### src/rtl/cpu_pkg.sv
// Shared CPU types for the register-file writeback path: request payload,
// register-file geometry and scoreboard index helpers.
package cpu_pkg;

    localparam int REG_IDX_W     = 5;
    localparam int DATA_W        = 32;
    localparam int NUM_BANK_REGS = 64;

    typedef struct packed {
        logic                 fbank;
        logic [REG_IDX_W-1:0] rw;
        logic [DATA_W-1:0]    data;
    } wb_req_t;

    // Scoreboard bit for {bank, reg}.
    function automatic logic [NUM_BANK_REGS-1:0] sb_onehot(input logic fbank, input logic [REG_IDX_W-1:0] r);
        sb_onehot = {{(NUM_BANK_REGS-1){1'b0}}, 1'b1} << {fbank, r};
    endfunction

    function automatic logic is_int_r0(input logic fbank, input logic [REG_IDX_W-1:0] r);
        is_int_r0 = (fbank == 1'b0) && (r == {REG_IDX_W{1'b0}});
    endfunction

endpackage

### src/rtl/rr_arbiter.sv
// Round-robin arbiter: the first requester after the last accepted index wins.
// Reusable for any N-way port sharing; the pointer only moves on accept.
module rr_arbiter #(
    parameter int N     = 4,
    parameter int IDX_W = $clog2(N)
) (
    input  logic             CLK,
    input  logic             reset,
    input  logic [N-1:0]     req,
    input  logic             en,
    input  logic             accept,
    output logic [N-1:0]     gnt,
    output logic [IDX_W-1:0] idx
);

    logic [IDX_W-1:0] ptr_r;
    logic [IDX_W-1:0] cand_s;
    logic             hit_s;
    logic             found_s;

    // Pointer register; reset to N-1 so source 0 leads the first contest.
    always_ff @(posedge CLK) begin
        if (reset) begin
            ptr_r <= IDX_W'(N - 1);
        end else if (accept) begin
            ptr_r <= idx;
        end else begin
            ptr_r <= ptr_r;
        end
    end

    // Scan from pointer+1 and grant the first active request.
    always_comb begin
        gnt     = '0;
        idx     = '0;
        cand_s  = '0;
        hit_s   = 1'b0;
        found_s = 1'b0;
        for (int k = 1; k <= N; k++) begin
            cand_s      = IDX_W'((int'(ptr_r) + k) % N);
            hit_s       = en && !found_s && req[cand_s];
            gnt[cand_s] = hit_s;
            idx         = hit_s ? cand_s : idx;
            found_s     = found_s | hit_s;
        end
    end

endmodule

### src/rtl/regfile_wb_arbiter.sv
// Shares the register-file write port among N writeback sources and keeps the
// {bank,reg} pending-write scoreboard the issue stage uses for RAW checks.
module regfile_wb_arbiter
    import cpu_pkg::*;
#(
    parameter int N       = 4,
    parameter bit ZERO_R0 = 1'b1
) (
    input  logic                   CLK,
    input  logic                   reset,
    input  logic [N-1:0]           req_valid,
    input  logic [N-1:0]           req_fbank,
    input  logic [REG_IDX_W*N-1:0] req_rw,
    input  logic [DATA_W*N-1:0]    req_data,
    output logic [N-1:0]           req_ready,
    input  logic                   wb_hold,
    output logic                   wb_en,
    output logic                   wb_fbank,
    output logic [REG_IDX_W-1:0]   wb_rw,
    output logic [DATA_W-1:0]      wb_data,
    output logic                   wb_distinct,
    input  logic                   issue_valid,
    input  logic                   issue_fbank,
    input  logic [REG_IDX_W-1:0]   issue_rd,
    input  logic                   q_fbank,
    input  logic [REG_IDX_W-1:0]   q_rs,
    input  logic [REG_IDX_W-1:0]   q_rt,
    output logic                   hazard_rs,
    output logic                   hazard_rt
);

    localparam int IDX_W = $clog2(N);

    wb_req_t                  req_s [N];
    wb_req_t                  win_s;
    logic [N-1:0]             gnt_s;
    logic [IDX_W-1:0]         idx_s;
    logic                     xfer_s;
    logic                     suppress_s;
    logic                     en_r;
    logic                     fbank_r;
    logic [REG_IDX_W-1:0]     rw_r;
    logic [DATA_W-1:0]        data_r;
    logic                     distinct_r;
    logic [NUM_BANK_REGS-1:0] pend_r;
    logic [NUM_BANK_REGS-1:0] set_s;
    logic [NUM_BANK_REGS-1:0] clr_s;

    // Unpack the flat per-source request buses.
    always_comb begin
        for (int i = 0; i < N; i++) begin
            req_s[i].fbank = req_fbank[i];
            req_s[i].rw    = req_rw[REG_IDX_W*i +: REG_IDX_W];
            req_s[i].data  = req_data[DATA_W*i +: DATA_W];
        end
    end

    rr_arbiter #(.N(N), .IDX_W(IDX_W)) u_arb (
        .CLK    (CLK),
        .reset  (reset),
        .req    (req_valid),
        .en     (!wb_hold),
        .accept (xfer_s),
        .gnt    (gnt_s),
        .idx    (idx_s)
    );

    assign req_ready  = gnt_s;
    assign xfer_s     = |gnt_s;
    assign win_s      = req_s[idx_s];
    // An integer-r0 write still handshakes and clears its pending bit, but never reaches the file.
    assign suppress_s = ZERO_R0 && is_int_r0(win_s.fbank, win_s.rw);

    // Write bus register; the token flips only for writes that really happen.
    always_ff @(posedge CLK) begin
        if (reset) begin
            en_r       <= 1'b0;
            fbank_r    <= 1'b0;
            rw_r       <= {REG_IDX_W{1'b0}};
            data_r     <= {DATA_W{1'b0}};
            distinct_r <= 1'b0;
        end else if (xfer_s) begin
            en_r       <= !suppress_s;
            fbank_r    <= win_s.fbank;
            rw_r       <= win_s.rw;
            data_r     <= win_s.data;
            distinct_r <= distinct_r ^ !suppress_s;
        end else begin
            en_r       <= 1'b0;
            fbank_r    <= fbank_r;
            rw_r       <= rw_r;
            data_r     <= data_r;
            distinct_r <= distinct_r;
        end
    end

    assign wb_en       = en_r;
    assign wb_fbank    = fbank_r;
    assign wb_rw       = rw_r;
    assign wb_data     = data_r;
    assign wb_distinct = distinct_r;

    assign set_s = issue_valid ? sb_onehot(issue_fbank, issue_rd) : {NUM_BANK_REGS{1'b0}};
    assign clr_s = xfer_s ? sb_onehot(win_s.fbank, win_s.rw) : {NUM_BANK_REGS{1'b0}};

    // Pending-write scoreboard; a new producer's set overrides a same-cycle clear.
    always_ff @(posedge CLK) begin
        if (reset) begin
            pend_r <= {NUM_BANK_REGS{1'b0}};
        end else begin
            pend_r <= (pend_r & ~clr_s) | set_s;
        end
    end

    assign hazard_rs = pend_r[{q_fbank, q_rs}] && !(ZERO_R0 && is_int_r0(q_fbank, q_rs));
    assign hazard_rt = pend_r[{q_fbank, q_rt}] && !(ZERO_R0 && is_int_r0(q_fbank, q_rt));

endmodule

### config.mk
export PLATFORM = sky130hd
export DESIGN_NAME = regfile_wb_arbiter
export DESIGN_NICKNAME = d
export VERILOG_FILES = /design/src/rtl/cpu_pkg.sv /design/src/rtl/rr_arbiter.sv /design/src/rtl/regfile_wb_arbiter.sv
export SDC_FILE = /design/constraint.sdc
export NUM_CORES = 1
export LEC_CHECK = 0
export BUFFER_PORTS_ARGS = -buffer_cell sky130_fd_sc_hd__buf_4
export CAP_MARGIN = 0
export CORE_UTILIZATION = 50
export CTS_CLUSTER_SIZE = 14
export DETAILED_ROUTE_END_ITERATION = 7
export GPL_TIMING_DRIVEN = 0
export HOLD_SLACK_MARGIN = 0.1
export PLACE_DENSITY_LB_ADDON = 0.05
export SYNTH_ARGS = -nofsm -noshare
export SYNTH_HDL_FRONTEND = slang
export SYNTH_HIERARCHICAL = 1
export SYNTH_SLANG_ARGS = --single-unit
### constraint.sdc
create_clock -name CLK -period 4.3 [get_ports CLK]
set_input_delay 0.215 -clock CLK [delete_from_list [all_inputs] [get_ports CLK]]
set_output_delay 0.215 -clock CLK [all_outputs]
set_load 0.02 [all_outputs]
-- Yosys cells after proc, flatten, opt, wreduce, memory -nomap -nowiden
Index checks and enable logic that the tools add are counted.
- register bits: 106
- output and inout port bits: 46
- logic and storage cells: 95
- add/sub/neg operators: 4
- magnitude comparators: 11
- shifts and indexed selects: 2
- multiplexer cells: 32
- bitwise operators: 11
- reduce and logical (&&, ||, !) cells: 28
- operators by type and width (kind ; number):
    $mux W64 ; 2
    $shl A1 B6 Y64 const A ; 2
    $bmux W38 S2 ; 1
    $mux W38 ; 2
    $and A64 B64 Y64 ; 1
    $not A64 Y64 ; 1
    $or A64 B64 Y64 ; 1
    $logic_and A1 B1 Y1 ; 16
    $logic_not A5 Y1 ; 3
    $lt A6 B7 Y1 const B ; 2
    $bmux W1 S6 ; 2
    $bwmux W4 ; 3
    $lt A2 B3 Y1 const B ; 4
    $mux W1 ; 10
    $bmux W1 S2 ; 4
    $demux W1 S2 ; 4
    $ge A2 B1 Y1 const B ; 4
    $mux W2 ; 4
    $logic_not A1 Y1 ; 7
    $add A2 B1 Y2 const B ; 2
    $add A2 B2 Y2 const B ; 2
    $and A4 B4 Y4 ; 1
    $reduce_or A4 Y1 ; 1
    $ge A3 B3 Y1 const B ; 1
    other kinds (5) ; 8

-- Longest topological paths before layout
Gate-level depths: netlist (run 1).
- depth after elaboration: 25
- mapped depth: 16

-- Modules after synthesis
Netlist (run 1), hierarchy kept.
- modules (own cells, without submodules) (module ; times used ; cells each ; area each (µm²) ; seq. area each (µm²)):
    regfile_wb_arbiter ; 1 ; 671 ; 6040.8 ; 2062.0
    rr_arbiter ; 1 ; 70 ; 621.8 ; 40.0

-- Worst setup path after synthesis (run 1)
No wires, ideal clock.
- path kind: reg-to-reg
- start: register u_arb.ptr_r[0]
- end: register pend_r[56]
- library setup time: 0.132 ns
- arrival time: 3.639 ns
- slack: 0.529 ns
- cell stages (with the launch flop): 17
- path buffers: 4
- clock period less this slack: 3.771 ns
- path through: dfxtp_1 buf_6 inv_1 ha_1 buf_4 mux4_2 and4bb_4 a31oi_4 a21oi_2 o21bai_1 clkbuf_1 mux4_2 or3b_1 buf_6 nand2b_4 o21ai_1 a21oi_1
- word-level cells in the longest chain between the ends: 25
- ends and longest elaborated chain (item ; RTL line ; text):
    from (decl) ; rr_arbiter.sv:16 ; logic [IDX_W-1:0] ptr_r;
    from (signal assigned) ; rr_arbiter.sv:24 ; ptr_r <= IDX_W'(N - 1);
    from (signal assigned) ; rr_arbiter.sv:26 ; ptr_r <= idx;
    from (signal assigned) ; rr_arbiter.sv:28 ; ptr_r <= ptr_r;
    $add A2 B1 Y2 ; rr_arbiter.sv:40 ; cand_s = IDX_W'((int'(ptr_r) + k) % N);
    $bmux W1 S2 ; rr_arbiter.sv:41 ; hit_s = en && !found_s && req[cand_s];
    $mux W1 (implied by the code) ; rr_arbiter.sv:41 ;
    $logic_and A1 B1 Y1 ; rr_arbiter.sv:41 ;
    $logic_not A1 Y1 ; rr_arbiter.sv:41 ;
    $logic_and A1 B1 Y1 (2 in a row) ; rr_arbiter.sv:41 ;
    $or A1 B1 Y1 ; rr_arbiter.sv:44 ; found_s = found_s | hit_s;
    $logic_not A1 Y1 ; rr_arbiter.sv:41 ;
    [7 not listed] ; -- ;
    via idx_s[1] ; regfile_wb_arbiter.sv:37 ; logic [IDX_W-1:0] idx_s;
    $not A2 Y3 (implied by the code) (*) ; regfile_wb_arbiter.sv:70 ; assign win_s = req_s[idx_s];
    $bmux W38 S2 (*) ; regfile_wb_arbiter.sv:70 ;
    $mux W38 (implied by the code) (*) (2 in a row) ; regfile_wb_arbiter.sv:70 ;
    $shl A1 B6 Y64 (*) ; cpu_pkg.sv:17 ; sb_onehot = {{(NUM_BANK_REGS-1){1'b0}}, 1'b1} << {fbank, r};
    $mux W64 (*) ; regfile_wb_arbiter.sv:104 ; assign clr_s = xfer_s ? sb_onehot(win_s.fbank, win_s.rw) : {NUM_BANK_REGS{1'b0}};
    $not A64 Y64 (*) ; regfile_wb_arbiter.sv:111 ; pend_r <= (pend_r & ~clr_s) | set_s;
    $and A64 B64 Y64 (*) ; regfile_wb_arbiter.sv:111 ;
    $or A64 B64 Y64 (*) ; regfile_wb_arbiter.sv:111 ;
    to (signal assigned) ; regfile_wb_arbiter.sv:109 ; pend_r <= {NUM_BANK_REGS{1'b0}};
    to (signal assigned) ; regfile_wb_arbiter.sv:111 ;
    to (decl) ; regfile_wb_arbiter.sv:45 ; logic [NUM_BANK_REGS-1:0] pend_r;
The timed path passes the listed nets; every way through them passes the cells marked *. The select of a mux whose other input is x is not followed.
A chain may end at the register's enable or synchronous reset.

-- Final worst setup path (run 1)
- start: register u_arb.ptr_r[1]
- end: register pend_r[24]
Same word-level chain as after synthesis.

==> results of run 1 <==
-- metal layers --
layer  vias up  track usage (%)
li1       3167                -
met1      3360             42.0
met2       386             59.6
met3        79             4.62
met4         0             17.5
met5         -                0
-- worst max-delay path: cells and delay by family, from the launching register on --
kind            cells  cell delay, ns
buf+inv             4            0.75
mux                 2            0.80
compound gates      5            0.69
fa+ha+maj           1            0.30
flops               1            0.41
simple gates        3            1.00
-- area by class of cell --
cell class	count	area [um^2]	area share, %
buffer	54	249	2.83
tap	172	215	2.45
timing repair buffer	216	1620	18.4
sequential	105	2100	23.9
clock buffer	9	225	2.56
clock inverter	7	46.3	0.526
multi-input combinational	572	4300	48.9
inverter	10	37.5	0.426
-- placed cells by master (no fill, tap or decap), types with 3 or more instances in the layout --
cell       instances
nand2_1          157
nand2b_1          15
nor2_1            21
buf_1              9
nand3_1            9
o21ai_1           11
clkbuf_16          9
mux2i_1           15
buf_2              9
mux2_2             5
a21oi_1           91
dfxtp_1          105
nor3_1             9
a221oi_1           6
a22oi_1            5
o211ai_1           3
mux4_2            68
inv_1             10
clkinv_2           4
buf_6              3
o21ai_0           62
ha_1               8
buf_4            218
nor2b_1           31
clkbuf_1          29
nand4b_1           3
and3_1             3
and2_1             4
o31ai_1            8
-- flip-flops by register name, indices dropped and copies added (netlist names) --
| register | flops |
|---|---|
| wb_fbank | 1 |
| wb_rw | 5 |
| wb_data | 32 |
| wb_distinct | 1 |
| pend_r | 63 |
| u_arb/ptr_r | 2 |
| wb_en | 1 |
-- repair_timing --
| item | in CTS | in global routing |
|---|---|---|
| gates resized for setup | 4 | 8 |
| pin swaps | 0 | 1 |
| setup endpoints to repair | 79 | 78 |
| buffers inserted | 0 | 1 |
-- kinds of logic (layout without fill, tap and decap cells) --
family                     count (synthesis)  count (layout)  share of synthesized area (%)
and+or+nand+nor                          271             271                           19.0
AOI/OAI and AO/OA                        203             203                           17.1
DFF                                      105             105                           31.5
muxes                                     89              89                           26.5
buffers and inverters                     64             296                           4.19
adders and majority gates                  8               8                           1.50
xor gates and xnor gates                   1               1                          0.131
-- cell usage after synthesis (3+ instances only) --
master | count | area share (%)
a21oi_1 | 91 | 6.8
a221oi_1 | 6 | 0.79
a22oi_1 | 5 | 0.56
and2_1 | 4 | 0.38
and3_1 | 3 | 0.28
buf_1 | 9 | 0.51
buf_2 | 10 | 0.75
buf_6 | 3 | 0.51
clkbuf_1 | 31 | 1.7
dfxtp_1 | 105 | 32
ha_1 | 8 | 1.5
inv_1 | 10 | 0.56
mux2_2 | 5 | 0.85
mux2i_1 | 15 | 2.3
mux4_2 | 68 | 23
nand2_1 | 157 | 8.8
nand2b_1 | 15 | 1.4
nand3_1 | 9 | 0.68
nand4b_1 | 3 | 0.39
nor2_1 | 22 | 1.2
nor2b_1 | 31 | 2.9
nor3_1 | 9 | 0.68
o211ai_1 | 3 | 0.34
o21ai_0 | 63 | 4.7
o21ai_1 | 10 | 0.75
o31ai_1 | 8 | 0.90
-- final timing paths --
path / start / endpoint / slack [ns] / cells after the start
setup / recovery: u_arb/ptr_r[1] / pend_r[24] / 0.20 / 15
hold / removal: reset / u_arb/ptr_r[0] / 0.15 / 2
setup reg to reg: u_arb/ptr_r[1] / pend_r[24] / 0.20 / 15
hold reg to reg: wb_data[1] / wb_data[1] / 0.46 / 2
-- stage by stage --
stage	TNS, ns	power (mW)	cell area, um^2
finish	0	5.08	8800
global route	-0.00527	5.38	8800
CTS	0	5.03	8780
detailed placement	-7.60	4.25	8490
global placement	-1.64	4.16	8490
floorplan	0	3.27	6660
-- power breakdown --
group          internal (mW)  leakage [nW]  total (mW)  switching [mW]
logic                   1.25          2.48        3.10            1.85
clock network          0.393         0.139       0.768           0.375
registers               1.12         0.856        1.21          0.0866
total                   2.77          3.47        5.08            2.31
==> metrics.txt, run 1 <==
total track usage 34.5%; Worst EP required 4.51 ns; Placement Setup Slack -0.240 ns; CTS tree yes; n_diodes 0; share of layout cells above drive strength 1 34.2%; Worst Skew 0.00479 ns; Area Growth Syn to Fin 32.1%; Routed Antenna Nets 0; static leakage 3.47 nW; Max VDD drop 0.374 mV; cell chosen for the clock root clkbuf_16; tightest hold margin 0.147 ns; first-pass GRT wire length 36800 um; largest net degree at the start of global routing 18; outcome completed; CP Launch Type register; DRT Pass-1 Iters 5; core area 12800 um^2; Setup WS post-layout 0.203 ns; Pwr Density 577 nW/um^2; ys async rst share 0%; TritonCTS Buffers 9; CP endpoint kind register; Cells after DPL 1128; Finish-stage setup viols 0; DPL Wire Length 19100 um; synthesized area per cell 8.99 um^2; Filler Cells Inserted 1065; Seq/Total Area, Yosys 31.5%; synthesized net count 926; Worst EP arrival 4.31 ns; drt wl/cell 20.4 um; Slew headroom 56.6%; Placement Rows 41; Vias/cell 6.11; DRC viols 0; H-tree Lvls 3; synthesized flop and latch total 105; crit-path cells clkbuf_4 -> inv_1 -> ha_1 -> buf_4 -> mux4_2 -> and4bb_4 -> a31oi_4 -> a21oi_2 -> o21bai_2 -> buf_4 -> mux4_2 -> and2b_2 -> nand3_1 -> o21ai_1 -> a21oi_1; initial antenna violation count 1; Distinct cells, synth 54; Die X 117 um; kind of critical path register to register; Clock Path Buffers 2; via count 6992; number of synthesized flops with an enable pin 0; Max FO, Critical Path 10; starting density of the core 52.0%; Slowest-stage cell, CP dfxtp_1; vias in the first global route 6932; CTS Hold Buffers Added 0; DRT iter0 DRCs 575; clock sinks 105; Max-Cap Viols 0; nets 1153; Synth Cell Area 6660 um^2; Worst-Margin Slew 0.652 ns; Final GP Congestion 0.955; WL met1 8770 um; Top-Level Pins 223; met2 WL post-DR 11600 um; total grt overflow 0; Worst-path clk slew 0.07 ns; Main synth FF type dfxtp_1; final hold violations 0; period utilisation layout 95.3%; worst hold path class input pin to register; minimum clock period 4.10 ns; PortBufs 215; Highest Signal Layer met4; Yosys warning count 6; Die Height 117 um; Fmax 244 MHz; DIE AREA 13800 um^2; final WL 23400 um; final slew viol count 0; Final Util 68.6%; Clk Latency, worst-skew pair 0.35 ns; met3 WL 1790 um; Worst path max stage delay 0.41 ns; Final Instance Count excl. Fillers 1145; Syn Inst Count 741
Note: power is estimated with default switching activity, not from simulation.
==> inputs of run 2 (changes only) <==
- RECOVER_POWER: not set -> 100
- clock period: 4.3 -> 5.1 ns (I/O delays scaled with it)
==> metrics.txt, run 2 (synthesis gave the netlist of run 1 again) <==
minimum clock period 4.74 ns (+0.646 ns); H-tree Lvls 3 (unchanged); TritonCTS Buffers 9 (unchanged); outcome completed; Worst path max stage delay 0.54 ns (+0.13 ns); kind of critical path register to register; r2r setup slk 0.36 ns (+0.15 ns); DRT iter0 DRCs 524 (-8.9%); DPL Wire Length 19100 um (unchanged); Post-CTS Setup Inserts 0 (unchanged); starting density of the core 52.0% (unchanged); Clock Path Buffers 2 (unchanged); max reg flops 63 (unchanged); Max-Cap Viols 0 (unchanged); Fmax 211 MHz (-14%); DIE AREA 13800 um^2 (unchanged); commonest non-fill, non-tap cell in the layout buf_4; Max VDD drop 0.326 mV (-13%); n_diodes 0 (unchanged); Slew headroom 23.2% (-33 points); worst hold path class input pin to register; cell chosen for the clock root clkbuf_16; Max FO, Critical Path 10 (unchanged); Critical Path End pend_r[56]; Worst EP required 5.32 ns (+0.81 ns); core area 12800 um^2 (unchanged); first-pass GRT wire length 36600 um (-0.30%); highest-count cells in the layout ignoring fill and taps buf_4 (174), nand2_1 (157), dfxtp_1 (105); Worst-Margin Slew 1.14 ns (+0.490 ns); Area Growth Syn to Fin 28.9%; Die Height 117 um (unchanged); Worst R2R Path Depth 15 (unchanged); tightest hold margin 0.178 ns (+0.0314 ns); nets 1152 (-0.087%); initial antenna violation count 1 (unchanged); share of layout cells above drive strength 1 28.8% (-5.4 points); DRT Pass-1 Iters 7 (+2); Slowest-stage cell, CP clkbuf_1; Final Total Pwr 4.12 mW (-19%); Worst Skew 0.00657 ns (+0.00177 ns); final WL 23300 um (-0.22%); clock sinks 105 (unchanged); total grt overflow 0 (unchanged); PortBufs 215 (unchanged); Placement Rows 41 (unchanged); Reg-to-Reg Start u_arb/ptr_r[1]; Biggest register pend_r; static leakage 3.27 nW (-5.9%); Final GP Congestion 0.955 (unchanged); drt wl/cell 20.4 um (-0.14%); r2r endpoint pend_r[56]; vias in the first global route 6915 (-0.25%); final slew viol count 0 (unchanged); TNS Setup 0 ns (unchanged); Final Util 67.0% (-1.7 points); Clk Latency, worst-skew pair 0.35 ns (about the same); final hold violations 0 (unchanged); total track usage 34.4% (-0.13 points); Finish-stage setup viols 0 (unchanged); Top delay family on crit path buffers and inverters; Worst Path Buf+Inv 5 (+1); Worst-path clk slew 0.07 ns (about the same); Routed Antenna Nets 0 (unchanged); unrepaired setup endpoints after global routing false; CP Launch Type register; crit-path cells buf_2 -> inv_1 -> ha_1 -> buf_4 -> mux4_2 -> nor2_1 -> nand4b_1 -> o21bai_1 -> clkbuf_1 -> mux4_2 -> or3b_1 -> clkbuf_1 -> nand2b_1 -> o21ai_0 -> a21oi_1; post-CTS sizing 0 (-4); DRC viols 0 (unchanged); Top-Level Pins 223 (unchanged); CTS Hold Buffers Added 0 (unchanged); launch point of the worst path u_arb/ptr_r[1]; CP endpoint kind register; period utilisation layout 93.0% (-2.3 points); via count 6987 (-0.072%); CTS tree yes; Worst EP arrival 4.96 ns (+0.65 ns); Stages on worst setup path 15 (unchanged); Pwr Density 480 nW/um^2 (-17%); largest net degree at the start of global routing 18 (unchanged); Die X 117 um (unchanged); Vias/cell 6.11 (about the same)
==> run 2: cell count changes in the layout (fill, tap and decap cells not counted), moves of 2 or more <==
cell	change
nor2_1	+2
o21ai_0	+8
o21ai_1	-8
nor2_2	-2
clkbuf_1	+47
buf_4	-44
==> run 2: per-stage QoR <==
step / setup slack (ns) / area (um^2) / instances
5_1_grt: 0.0327 / 8590 / 1144
6_report: 0.357 / 8590 / 1144
3_3_place_gp: 0.656 / 8490 / 1128
2_1_floorplan: 1.33 / 6660 / 741
3_5_place_dp: 0.560 / 8490 / 1128
4_1_cts: 0.474 / 8760 / 1144
==> run 2: routing by layer <==
layer | track usage, % | part of all wire (%)
met2 | 59.2 | 50
met1 | 41.8 | 37
met4 | 17.8 | 4.7
met3 | 4.72 | 8.2
met5 | 0 | 0
==> run 2: layout make-up <==
cell class	count	area (um^2)
clock inverters	7	46.3
inverters	10	37.5
well taps	172	215
multi-input cells	572	4270
fillers	1117	4240
repair buffers	215	1460
flip-flops and latches	105	2100
plain buffers	54	233
clock buffers	9	225
==> run 2: worst min path at each step <==
stage           startpoint              to  slack (ns)  cells past startpoint
2_1_floorplan        reset  u_arb/ptr_r[0]        0.35                      1
3_3_place_gp    wb_data[7]      wb_data[7]        0.44                      2
3_5_place_dp   wb_data[25]     wb_data[25]        0.45                      2
4_1_cts              reset  u_arb/ptr_r[0]        0.18                      2
5_1_grt              reset  u_arb/ptr_r[0]        0.20                      2
6_report             reset  u_arb/ptr_r[0]        0.18                      2
==> run 2: where the power goes <==
group          switching [mW]  internal, mW
clock                   0.320         0.331
sequential             0.0697         0.947
combinational            1.53         0.925
total                    1.92          2.20
==> inputs of run 3 (changes only) <==
- ABC_AREA: not set -> 1
==> metrics.txt, run 3 <==
Yosys warning count 6 (unchanged); Biggest register pend_r; synthesized area per cell 6.03 um^2 (-33%); final slew viol count 0 (unchanged); Worst-Margin Slew 0.693 ns (-0.449 ns); period utilisation layout 84.9% (-8.2 points); clock sinks 105 (unchanged); P_int 2.52 mW (+14%); largest net degree at the start of global routing 17 (-1); share of layout cells above drive strength 1 16.8% (-12 points); Worst EP arrival 4.55 ns (-0.41 ns); static leakage 3.98 nW (+22%); number of synthesized flops with an enable pin 0 (unchanged); Syn Inst Count 1223 (+65%); CTS tree yes; Post-CTS Setup Inserts 0 (unchanged); area share of the largest cell type after synthesis 28.5% (-3.1 points); count leader, synth nand2_1; n_diodes 0 (unchanged); Area Growth Syn to Fin 26.8%; via count 9500 (+36%); largest area contributor in the netlist dfxtp_1; Placement Setup Slack 1.40 ns (+0.837 ns); highest-count cells in the layout ignoring fill and taps nand2_1 (321), buf_4 (174), nand3_1 (142); Routed Antenna Nets 0 (unchanged); minimum clock period 4.33 ns (-0.416 ns); post-CTS sizing 0 (unchanged); PortBufs 217 (+0.93%); Comb power frac 69.8% (+10 points); synthesized flop and latch total 105 (unchanged); Max VDD drop 0.444 mV (+36%); Fmax 231 MHz (+9.6%); nets 1636 (+42%); kind of critical path register to register; Distinct cells, synth 28 (-48%); DRT iter0 DRCs 1180 (+130%); Main synth FF type dfxtp_1; Clock Power Share 12.2% (-3.6 points); CTS Hold Buffers Added 0 (unchanged); final hold violations 0 (unchanged); commonest non-fill, non-tap cell in the layout nand2_1; Top-Level Pins 223 (unchanged); cell chosen for the clock root clkbuf_16; Clock Path Buffers 2 (unchanged); Worst-path clk slew 0.07 ns (about the same); Placement Rows 44 (+7.3%); Vias/cell 5.79 (-5.2%); DRC viols 0 (unchanged); DIE AREA 15200 um^2 (+11%); CP Launch Type register; Setup WS post-layout 0.773 ns (+0.416 ns); first-pass GRT wire length 45000 um (+23%); starting density of the core 51.0% (-1.0 points); Flop pwr share 18.0% (-6.7 points); max reg flops 63 (unchanged); Hold Path Depth 3 (+1); Worst R2R Path Depth 18 (+3); final WL 29900 um (+28%); Worst Skew 0.00439 ns (-0.00218 ns); Seq/Total Area, Yosys 28.5% (-3.1 points); Slew headroom 53.5% (+30 points); total track usage 39.0% (+4.6 points); TNS Setup 0 ns (unchanged); outcome completed; vias in the first global route 8439 (+22%); synthesized net count 1408 (+52%); top post-synthesis cells by area dfxtp_1 (28%), nand2_1 (16%), nand3_1 (9.6%); sw frac 57.4% (+11 points); unrepaired setup endpoints after global routing false; Synth Cell Area 7380 um^2 (+11%); H-tree Lvls 3 (unchanged); drt wl/cell 18.2 um (-10%); Max-Cap Viols 0 (unchanged); Die Height 123 um (+5.1%); Sw Pwr 3.39 mW (+76%); Final Total Pwr 5.91 mW (+43%); worst hold path class input pin to register; DPL Wire Length 23600 um (+24%); Commonest cells post-synth nand2_1 (320), nand3_1 (141), nor2_1 (111), o21ai_0 (111), dfxtp_1 (105); total grt overflow 0 (unchanged); DRT Pass-1 Iters 6 (-1); Final GP Congestion 0.986 (+3.2%); initial antenna violation count 0 (-1); Clk Latency, worst-skew pair 0.35 ns (about the same); ys async rst share 0% (unchanged); Max FO, Critical Path 10 (unchanged); Worst EP required 5.32 ns (about the same); TritonCTS Buffers 9 (unchanged); Finish-stage setup viols 0 (unchanged); Die X 123 um (+5.1%); CP endpoint kind register; Pwr Density 631 nW/um^2 (+31%); core area 14500 um^2 (+13%)
## run 3: cells by family after synthesis
logic type,count (synthesis),share of synthesized area (%)
and+or+nand+nor,668,40.6
AOI/OAI and AO/OA,267,20.2
buffers and inverters,175,9.38
DFF,105,28.5
adders and majority gates,8,1.36
## run 3: worst paths after layout
| path | startpoint | to | slack (ns) |
|---|---|---|---|
| hold reg to reg | pend_r[20] | pend_r[20] | 0.47 |
| hold / removal | reset | u_arb/ptr_r[0] | 0.13 |
| setup / recovery | u_arb/ptr_r[1] | pend_r[13] | 0.77 |
| setup reg to reg | u_arb/ptr_r[1] | pend_r[13] | 0.77 |
## run 3: final cells by class
type | count | area [um^2]
well taps | 184 | 230
clock buffers | 12 | 256
repair buffers | 217 | 1460
clock inverters | 4 | 51.3
fillers | 1463 | 5120
multi-input cells | 943 | 4570
plain buffers | 87 | 354
flip-flops and latches | 105 | 2100
inverters | 88 | 330
## run 3: power by group through the flow
stage                     clock network [mW]  registers, mW  logic, mW
after global routing                   0.757           1.08       4.47
after CTS                              0.714           1.06       4.17
final                                  0.722           1.06       4.12
after global placement                     0           1.08       4.09
after detailed placement                   0           1.08       4.15
after floorplan                            0           1.22       2.70
## run 3: routing by layer
layer | vias up | global-route usage (%) | share of wire, %
met4 | 0 | 12.4 | 2.4
met3 | 64 | 9.36 | 10
li1 | 4570 | - | -
met1 | 4312 | 50.1 | 40
met2 | 554 | 64.0 | 47
met5 | - | 0 | 0
## run 3: metrics by stage
stage,util (%),cell area (um^2),hold WS (ns),instances
2_1_floorplan,-,7380,0.351,1223
3_3_place_gp,63.8,9240,0.452,1624
3_5_place_dp,63.8,9240,0.458,1624
4_1_cts,65.9,9540,0.141,1640
5_1_grt,64.6,9360,0.153,1640
6_report,64.6,9360,0.134,1640
## run 3: critical path: stages, from the launching register on
cell,delay [ns]
dfxtp_1,0.53
inv_1,0.23
ha_1,0.38
inv_1,0.12
nand3_1,0.11
nand2_1,0.13
nand2_4,0.08
nor2_1,0.36
nor2_1,0.07
nand2_1,0.08
and2_0,0.40
clkbuf_1,0.53
nand2_1,0.12
nand3_1,0.15
nand2_4,0.13
nor2_2,0.40
nand4_1,0.16
nand2_1,0.11
a21oi_1,0.06
